--- src/rtl/alarm_bank_pkg.sv ---
// alarm_bank_pkg: shared definitions for the multi-channel alarm unit.
// Holds the BCD digit width, the per-channel state encoding and the
// default ring / snooze lengths used by alarm_bank and alarm_channel.
package alarm_bank_pkg;

   localparam int BCD_BIT_WIDTH  = 4;
   localparam int TIME_W         = 4 * BCD_BIT_WIDTH;  // hh:mm as four BCD digits
   localparam int RING_SEC_DEF   = 60;
   localparam int SNOOZE_MIN_DEF = 5;

   typedef enum logic [1:0] {
      ALM_OFF    = 2'd0,
      ALM_ARMED  = 2'd1,
      ALM_RING   = 2'd2,
      ALM_SNOOZE = 2'd3
   } alm_state_t;

   // Field order matches the packing {hour1, hour0, min1, min0} used on the wires.
   typedef struct packed {
      logic [BCD_BIT_WIDTH-1:0] hour1;
      logic [BCD_BIT_WIDTH-1:0] hour0;
      logic [BCD_BIT_WIDTH-1:0] min1;
      logic [BCD_BIT_WIDTH-1:0] min0;
   } alarm_time_t;

   // Index/counter width that never collapses to zero bits.
   function automatic int width_min1(input int n);
      return (n > 1) ? $clog2(n) : 1;
   endfunction

endpackage

--- src/rtl/alarm_channel.sv ---
// alarm_channel: one alarm slot -- stored hh:mm, OFF/ARMED/RINGING/SNOOZE
// state machine, ring-length counter and the BCD match comparator.
// Build option: define ALARM_SNOOZE_EN to enable the snooze state and its
// counter; otherwise the snooze input is ignored and SNOOZE is unreachable.
module alarm_channel
   import alarm_bank_pkg::*;
#(
   parameter int RING_SEC   = RING_SEC_DEF,
   parameter int SNOOZE_MIN = SNOOZE_MIN_DEF
) (
   input  logic              clk,
   input  logic              rst_n,
   input  logic              tick,
   input  logic              load_hit,
   input  logic              load_arm,
   input  logic [TIME_W-1:0] load_time,
   input  logic [TIME_W-1:0] now_time,
   input  logic              sec_zero,
   input  logic              dismiss,
   input  logic              snooze,
   output logic [TIME_W-1:0] stored_time,
   output logic              armed,
   output logic              ringing,
   output logic              ringing_next
);

   localparam int RING_W = width_min1(RING_SEC);

   alm_state_t        state_q, state_d;
   logic [TIME_W-1:0] time_q, time_d;
   logic [RING_W-1:0] ring_cnt_q, ring_cnt_d;
   logic              match;

`ifdef ALARM_SNOOZE_EN
   localparam int SNZ_TICKS = SNOOZE_MIN * 60;
   localparam int SNZ_W     = $clog2(SNZ_TICKS + 1);

   logic [SNZ_W-1:0] snz_cnt_q, snz_cnt_d;
`else
   logic unused_snooze;
   assign unused_snooze = snooze;
   localparam int unused_snooze_min = SNOOZE_MIN;
`endif

   // Illegal BCD is compared verbatim, so it simply never equals a legal time.
   assign match = (now_time == time_q) && sec_zero;

   // Next-state logic: load beats dismiss beats snooze beats tick.
   always_comb begin
      // NOTE: every variable gets a default first so no path leaves it unassigned and infers a latch.
      state_d    = state_q;
      time_d     = time_q;
      ring_cnt_d = ring_cnt_q;
`ifdef ALARM_SNOOZE_EN
      snz_cnt_d  = snz_cnt_q;
`endif
      if (load_hit) begin
         time_d     = load_time;
         state_d    = load_arm ? ALM_ARMED : ALM_OFF;
         ring_cnt_d = '0;
`ifdef ALARM_SNOOZE_EN
         snz_cnt_d  = '0;
`endif
      end else if (dismiss && (state_q == ALM_RING || state_q == ALM_SNOOZE)) begin
         state_d = ALM_ARMED;
`ifdef ALARM_SNOOZE_EN
      end else if (snooze && state_q == ALM_RING) begin
         state_d   = ALM_SNOOZE;
         snz_cnt_d = SNZ_W'(SNZ_TICKS);
`endif
      end else if (tick) begin
         case (state_q)
            ALM_ARMED: begin
               if (match) begin
                  state_d    = ALM_RING;
                  ring_cnt_d = '0;
               end
            end
            ALM_RING: begin
               if (ring_cnt_q == RING_W'(RING_SEC - 1)) begin
                  state_d    = ALM_ARMED;   // stays armed so the alarm recurs daily
                  ring_cnt_d = '0;
               end else begin
                  ring_cnt_d = ring_cnt_q + RING_W'(1);
               end
            end
`ifdef ALARM_SNOOZE_EN
            ALM_SNOOZE: begin
               if (snz_cnt_q == SNZ_W'(1)) begin
                  state_d    = ALM_RING;
                  ring_cnt_d = '0;
                  snz_cnt_d  = '0;
               end else begin
                  snz_cnt_d = snz_cnt_q - SNZ_W'(1);
               end
            end
`endif
            default: ;
         endcase
      end
   end

   // State, stored time and counters.
   always_ff @(posedge clk or negedge rst_n) begin
      if (!rst_n) begin
         state_q    <= ALM_OFF;
         // NOTE: the stored time is a handful of flops, not a RAM, so it is reset to 00:00 like the rest.
         time_q     <= '0;
         ring_cnt_q <= '0;
`ifdef ALARM_SNOOZE_EN
         snz_cnt_q  <= '0;
`endif
      end else begin
         // NOTE: non-blocking assignments so every flop samples the pre-edge values.
         state_q    <= state_d;
         time_q     <= time_d;
         ring_cnt_q <= ring_cnt_d;
`ifdef ALARM_SNOOZE_EN
         snz_cnt_q  <= snz_cnt_d;
`endif
      end
   end

   assign stored_time  = time_q;
   assign armed        = (state_q != ALM_OFF);
   assign ringing      = (state_q == ALM_RING);
   assign ringing_next = (state_d == ALM_RING);

endmodule

--- src/rtl/alarm_bank.sv ---
// alarm_bank: N_CH independent BCD hh:mm alarms compared against the running
// time once per second, with readback mux, ring status and a rotating LED ring.
// Build option: define ALARM_SNOOZE_EN to enable snooze (see alarm_channel).
module alarm_bank
   import alarm_bank_pkg::*;
#(
   parameter int N_CH       = 4,
   parameter int CH_W       = width_min1(N_CH),
   parameter int RING_SEC   = RING_SEC_DEF,
   parameter int SNOOZE_MIN = SNOOZE_MIN_DEF,
   parameter int LED_W      = 9
) (
   input  logic                     clk,
   input  logic                     rst_n,
   input  logic                     tick,
   input  logic [BCD_BIT_WIDTH-1:0] time_sec0,
   input  logic [BCD_BIT_WIDTH-1:0] time_sec1,
   input  logic [BCD_BIT_WIDTH-1:0] time_min0,
   input  logic [BCD_BIT_WIDTH-1:0] time_min1,
   input  logic [BCD_BIT_WIDTH-1:0] time_hour0,
   input  logic [BCD_BIT_WIDTH-1:0] time_hour1,
   input  logic                     load_en,
   input  logic [CH_W-1:0]          load_ch,
   input  logic                     load_arm,
   input  logic [BCD_BIT_WIDTH-1:0] load_min0,
   input  logic [BCD_BIT_WIDTH-1:0] load_min1,
   input  logic [BCD_BIT_WIDTH-1:0] load_hour0,
   input  logic [BCD_BIT_WIDTH-1:0] load_hour1,
   input  logic                     dismiss,
   input  logic                     snooze,
   input  logic [CH_W-1:0]          rd_ch,
   output logic [BCD_BIT_WIDTH-1:0] rd_min0,
   output logic [BCD_BIT_WIDTH-1:0] rd_min1,
   output logic [BCD_BIT_WIDTH-1:0] rd_hour0,
   output logic [BCD_BIT_WIDTH-1:0] rd_hour1,
   output logic [N_CH-1:0]          armed,
   output logic [N_CH-1:0]          ringing,
   output logic                     any_ring,
   output logic [LED_W-1:0]         led
);

   logic [TIME_W-1:0] now_time;
   logic [TIME_W-1:0] load_time;
   logic              sec_zero;
   logic [N_CH-1:0]   load_hit;
   logic [N_CH-1:0]   ringing_next;
   logic [TIME_W-1:0] stored [N_CH];
   alarm_time_t       rd_time;
   logic              any_ring_next;
   logic [LED_W-1:0]  led_q, led_d;

   assign now_time  = {time_hour1, time_hour0, time_min1, time_min0};
   assign load_time = {load_hour1, load_hour0, load_min1, load_min0};
   assign sec_zero  = (time_sec1 == '0) && (time_sec0 == '0);

   // A load_ch beyond N_CH-1 matches no channel and is dropped.
   for (genvar i = 0; i < N_CH; i++) begin : g_ch
      assign load_hit[i] = load_en && (load_ch == CH_W'(i));

      alarm_channel #(
         .RING_SEC   (RING_SEC),
         .SNOOZE_MIN (SNOOZE_MIN)
      ) u_ch (
         .clk          (clk),
         .rst_n        (rst_n),
         .tick         (tick),
         .load_hit     (load_hit[i]),
         .load_arm     (load_arm),
         .load_time    (load_time),
         .now_time     (now_time),
         .sec_zero     (sec_zero),
         .dismiss      (dismiss),
         .snooze       (snooze),
         .stored_time  (stored[i]),
         .armed        (armed[i]),
         .ringing      (ringing[i]),
         .ringing_next (ringing_next[i])
      );
   end

   // Readback mux; an out-of-range rd_ch reads all zeros.
   always_comb begin
      rd_time = '0;
      for (int i = 0; i < N_CH; i++) begin
         if (rd_ch == CH_W'(i)) rd_time = stored[i];
      end
   end

   assign rd_min0  = rd_time.min0;
   assign rd_min1  = rd_time.min1;
   assign rd_hour0 = rd_time.hour0;
   assign rd_hour1 = rd_time.hour1;

   assign any_ring      = |ringing;
   assign any_ring_next = |ringing_next;

   // LED rotator: keyed off next-cycle ringing so led moves in step with ringing.
   always_comb begin
      led_d = '0;
      if (any_ring_next) begin
         if (!any_ring)  led_d = LED_W'(1);
         else if (tick)  led_d = {led_q[LED_W-2:0], led_q[LED_W-1]};
         else            led_d = led_q;
      end
   end

   // LED pattern register.
   always_ff @(posedge clk or negedge rst_n) begin
      if (!rst_n) led_q <= '0;
      else        led_q <= led_d;
   end

   assign led = led_q;

endmodule

--- config.mk ---
export PLATFORM = sky130hd
export DESIGN_NAME = alarm_bank
export DESIGN_NICKNAME = d
export VERILOG_FILES = /design/src/rtl/alarm_bank_pkg.sv /design/src/rtl/alarm_channel.sv /design/src/rtl/alarm_bank.sv
export SDC_FILE = /design/constraint.sdc
export NUM_CORES = 1
export LEC_CHECK = 0
export ABC_AREA = 1
export CAP_MARGIN = 10
export CORE_MARGIN = 3
export CORE_UTILIZATION = 50
export DETAILED_ROUTE_END_ITERATION = 10
export PLACE_DENSITY = 0.82
export SYNTH_ARGS = -nofsm -noshare
export SYNTH_HDL_FRONTEND = slang
export SYNTH_HIERARCHICAL = 1
export SYNTH_SLANG_ARGS = --single-unit
--- constraint.sdc ---
create_clock -name clk -period 4.25 [get_ports clk]
set_clock_uncertainty 0.05 [all_clocks]
set_input_delay 1.0625 -clock clk [delete_from_list [all_inputs] [get_ports clk]]
set_output_delay 1.0625 -clock clk [all_outputs]
set_load 0.02 [all_outputs]
==> out/results.ini <==
[run]
drv_cap = 0

[floorplanning]
dieArea_sq_mm = 0.0157
die_height_um = 125
rows = 42
die_w_um = 125
core_sq_mm = 0.0136
io_pins = 85
start_util = 0.524

[synthesis]
ys_seq_area_frac = 0.370
yosysUniqueCellTypes = 39
yosysWarnings = 6
syn_avg_cell_area_sq_um = 6.90
netlist.area_leader.share = 0.370
ys_ff_latch = 105
synth_area_leaders = dfrtp_1 (37%), nand2_1 (20%), inv_1 (8.0%)
synth.largest_area_cell = dfrtp_1
synth.net_count = 1102
synth_area_sq_mm = 0.00711
synth_cells = 1031

[clock_tree]
postCtsHoldBufs = 0
clk_pin_slew_ns = 0.07
cts_root_buf = clkbuf_16
cts_made_buffers = 9
cts_tree = built
post_cts.repair.setup_buffers = 0
cts_buffer_depth = 2
cts.sinks = 105
htreeDepth = 3
worstSkewPairLatency_ns = 0.36
cts-resized-gates = 0

[setup_path]
end_kind = output port
critPathMaxFanout = 11
worst_setup_path_start_kind = primary input
criticalPathCategory = primary input to output port
critPathRequiredTime_ns = 3.14
critPathArrivalTime_ns = 2.93

[sta]
hold_violations = 0
worstMarginPinSlew_ns = 0.621
min_period_ns = 4.04
max_freq_mhz = 247
finalCritPeriodShare = 0.952
setup_viol = 0
slew_viol_final = 0
grt_setup_unrepaired = false
relSlewSlack = 0.585
setup_tns_ns = 0

[detailed_routing]
dr.first_iter.drc_count = 648
routed_via_density = 5.23
drtAntennaViolNets = 0
wire_per_inst_um = 14.2
dr.pass1.iters = 5
drc = 0
vias = 6796
wirelength_mm = 18.5

[pwr]
vdd_drop_max_uv = 250
p_per_area_mw_per_mm2 = 420
power_leakage_nw = 4.31

[final_layout]
syn_to_final_growth_pct = 20.2
drive_gt1_frac = 0.107
num-nets-final = 1189
final_util = 0.630
antenna_cells = 0

[grt]
grt_remaining_overflow = 0
grt_pass1_wl_mm = 31.0
grt_pass1_vias = 6442
grt_antenna_before_repair = 0
grt_util_all_layers = 0.239
grt_max_degree = 48

[placement]
place_congestion = 0.885
dp_hpwl_mm = 13.6
io_buffers = 83

[run_status]
status = finished clean

[min_path]
hold_class = flip-flop to flip-flop

==> worst max-delay path, stage by stage <==
cell	delay, ns
clkdlybuf4s50_1	0.61
nand2_1	0.11
inv_2	0.18
buf_12	0.17
nand2_1	0.06
nand4_1	0.11
clkdlybuf4s50_1	0.62
==> report_power, final <==
part	internal (W)	leakage, nW	switching (W)	total [W]
Clock	0.000547	0.162	0.000384	0.000930
Combinational	0.000506	2.80	0.000849	0.00136
Sequential	0.00115	1.35	0.000151	0.00130
Total	0.00221	4.31	0.00138	0.00359
==> cells by family (layout without fill, tap and decap cells) <==
family | Yosys count | after routing | share of synthesized area
flip-flops | 105 | 105 | 0.370
multiplexers | 1 | 1 | 0.00141
buffers and inverters | 189 | 281 | 0.105
adder cells (fa/ha/maj) | 20 | 20 | 0.0352
XOR/XNOR | 24 | 24 | 0.0296
AO/OA/AOI/OAI | 101 | 101 | 0.0838
AND/OR/NAND/NOR | 591 | 591 | 0.376
==> registers in the layout (all words and copies together), names as in the netlist <==
signal                 flops
led                        9
g_ch.u_ch/stored_time     64
g_ch.u_ch/state_q          8
g_ch.u_ch/ring_cnt_q      24
==> through the flow <==
stage / worst slack, ns / hold slack, ns / cell area, sq um / total power [W] / instances
3_5_place_dp: 0.233 / 0.459 / 8210 / 0.00267 / 1283
2_1_floorplan: 1.38 / 0.429 / 7110 / 0.00221 / 1031
3_3_place_gp: 0.255 / 0.446 / 8210 / 0.00263 / 1283
4_1_cts: 0.222 / 0.469 / 8540 / 0.00360 / 1299
6_report: 0.206 / 0.467 / 8540 / 0.00359 / 1299
5_1_grt: 0.120 / 0.492 / 8540 / 0.00383 / 1299
==> cells in the final DEF (no fill, tap or decap), types with 9 or more instances in the layout <==
master and instances:
nand3_1 27, ha_1 20, nand3_2 13, buf_4 14, a21oi_1 14, nand2_2 10
nand4_1 42, xnor2_1 17, inv_1 151, clkdlybuf4s50_1 82, nand2_1 378, o21ai_0 58
o21ai_2 12, inv_2 14, clkbuf_16 9, nor2_1 71, dfrtp_1 105, nor2_2 16
==> synth_stat cells, drive strengths merged <==
cell type  instances
mux2i              1
ha                20
dfrtp            105
nor3               5
bufinv             1
a21boi             7
nor3b              1
a21oi             16
nand3             40
and3               1
xnor2             17
clkinv             1
o21ai             73
xor2               7
buf               10
nand4             42
clkbuf            12
inv              165
o21a               3
o211a              1
nor4               8
nor2              89
nand2            397
o22ai              1
or2                8
==> layer usage <==
layer / vias to the layer above / GRT usage / routed length (um)
li1: 3374 / - / -
met1: 3162 / 0.329 / 8200
met2: 240 / 0.388 / 8750
met3: 20 / 0.0486 / 1260
met4: 0 / 0.0638 / 270
met5: - / 0 / 0
==> worst paths after layout <==
path | slack (ns) | from | depth (start not counted) | endpoint
setup / recovery | 0.21 | rd_ch[1] | 7 | rd_min1[0]
hold / removal | 0.47 | g_ch[3].u_ch/ring_cnt_q[0]$_DFFE_PN0P_ | 1 | g_ch[3].u_ch/ring_cnt_q[0]$_DFFE_PN0P_
setup reg to reg | 1.78 | g_ch[1].u_ch/state_q[0]$_DFF_PN0_ | 13 | led[3]$_DFFE_PN0P_
hold reg to reg | 0.47 | g_ch[3].u_ch/ring_cnt_q[0]$_DFFE_PN0P_ | 1 | g_ch[3].u_ch/ring_cnt_q[0]$_DFFE_PN0P_
max in group asynchronous | 2.62 | rst_n | 2 | g_ch[1].u_ch/stored_time[13]$_DFFE_PN0P_
min in group asynchronous | 0.66 | rst_n | 1 | g_ch[2].u_ch/stored_time[13]$_DFFE_PN0P_
==> cell type report <==
cell class | instances | area (sq um)
Tap cell | 176 | 220
Timing Repair Buffer | 98 | 966
Inverter | 167 | 641
Fill cell | 1189 | 5010
Sequential cell | 105 | 2630
Clock inverter | 5 | 77.6
Multi-Input combinational cell | 737 | 3760
Clock buffer | 11 | 253
No activity file was read; power rests on OpenSTA's default activity.
==> RTL edit (same settings) <==
The package constant `RING_SEC_DEF` goes from 60 to 120.
--- a/src/rtl/alarm_bank_pkg.sv
+++ b/src/rtl/alarm_bank_pkg.sv
@@ -7,3 +7,3 @@
    localparam int TIME_W         = 4 * BCD_BIT_WIDTH;  // hh:mm as four BCD digits
-   localparam int RING_SEC_DEF   = 60;
+   localparam int RING_SEC_DEF   = 120;
    localparam int SNOOZE_MIN_DEF = 5;
Formal check against the unedited RTL: same outputs for any inputs over 4 cycles, from zero or initial values and one cycle with rst_n low; that may be too few to reach the edited logic, so the function may still have changed.
==> RTL edit against the original RTL <==
  * Sequential share of layout area fell by 0.16 points
  * Design area rose by 4.3%
  * Hold slack improved by 21 ps
  * Global-route usage rose by 2.9 points
  * Die area rose by 5.8%
  * Count of clock-buffer cells in the layout rose by 3
  * First-iteration DRC count rose by 15%
  * Worst setup slack got worse by 42 ps
  * Sequential cell count rose by 4
  * Wire length rose by 20%
  * Area after synthesis rose by 6.1%
  * Total power fell by 13%
  * Critical path type unchanged
==> RTL edit: results (changes against the original RTL) <==
\begin{tabular}{lr}
\hline
Metric & Value \\
\hline
\multicolumn{2}{l}{\textbf{Global routing}} \\
\quad GR Util All Layers & 26.81\% (was 23.93\%) \\
\quad Routing usage on met3 & 3.902\% (was 4.861\%) \\
\quad Global-route wire length before repair & 35270 µm (was 31040 µm) \\
\multicolumn{2}{l}{\textbf{STA}} \\
\quad Worst Max-Slew Pin Slew & 643.8 ps (was 621.4 ps) \\
\quad Min Hold Slack & 488.1 ps (was 467.4 ps) \\
\multicolumn{2}{l}{\textbf{Place}} \\
\quad HPWL Detailed & 16410 µm (was 13580 µm) \\
\quad Minimum setup slack after placement & 187.0 ps (was 233.5 ps) \\
\quad Final Wtd Congestion & 0.9670 (was 0.8850) \\
\multicolumn{2}{l}{\textbf{Detailed routing}} \\
\quad Iteration-0 DRC Markers & 742 (was 648) \\
\quad Met3 wire length & 1915 µm (was 1256 µm) \\
\quad Sum of routed wire length over all layers & 22090 µm (was 18480 µm) \\
\multicolumn{2}{l}{\textbf{Worst hold path}} \\
\quad Hold Startpoint & led[2] (was g\_ch[3].u\_ch/ring\_cnt\_q[0]) \\
\quad Worst Hold Path EP & led[3] (was g\_ch[3].u\_ch/ring\_cnt\_q[0]) \\
\multicolumn{2}{l}{\textbf{Run status}} \\
\quad Run status & finished clean (unchanged) \\
\multicolumn{2}{l}{\textbf{Logic synthesis}} \\
\quad Adder and majority cell fraction of the synthesized area & 3.316\% (was 3.519\%) \\
\quad Multiplexer area fraction after synthesis & 0\% (was 0.1408\%) \\
\quad Commonest cells post-synth & nand2\_1, inv\_1, dfrtp\_1 (unchanged) \\
\quad Largest cells by area after synthesis & dfrtp\_1, nand2\_1, inv\_1 (unchanged) \\
\quad Fraction of the yosys area taken by sequential cells & 36.14\% (was 36.95\%) \\
\multicolumn{2}{l}{\textbf{Worst setup path}} \\
\quad Arrival time worst endpoint & 2970 ps (was 2930 ps) \\
\quad Cells on worst reg2reg path & 12 (was 13) \\
\multicolumn{2}{l}{\textbf{Power}} \\
\quad Worst IR Drop VDD & 0.0002290 V (was 0.0002497 V) \\
\quad Pint & 2.010 mW (was 2.205 mW) \\
\multicolumn{2}{l}{\textbf{Finish}} \\
\quad Nets & 1278 (was 1189) \\
\quad Fin cells & 1395 (was 1299) \\
\hline
\end{tabular}
RTL edit: worst max-delay path by stage:
stage,cells past startpoint,endpoint,startpoint
final,6,rd_hour1[1],rd_ch[1]
after CTS,6,rd_hour0[2],rd_ch[1]
after global placement,6,rd_hour0[2],rd_ch[1]
after detailed placement,6,rd_hour0[2],rd_ch[1]
after floorplan,17,led[1],time_sec0[3]
after global routing,6,rd_hour1[1],rd_ch[1]
RTL edit: power by group through the flow:
stage / Combinational (mW) / Clock [mW] / Sequential (mW)
after floorplan: 0.608 / 0 / 1.27
after global placement: 0.917 / 0 / 1.30
after detailed placement: 0.942 / 0 / 1.30
after CTS: 0.948 / 0.885 / 1.28
after global routing: 1.07 / 0.918 / 1.31
final: 0.958 / 0.871 / 1.29
RTL edit: final cells by class:
cell class	instances	share of cell area, %
clock buffers	14	2.961
clock inverters	1	0.3368
inverters	187	7.873
multi-input cells	805	44.79
flip-flops and latches	109	30.59
well taps	184	2.582
repair buffers	95	10.86
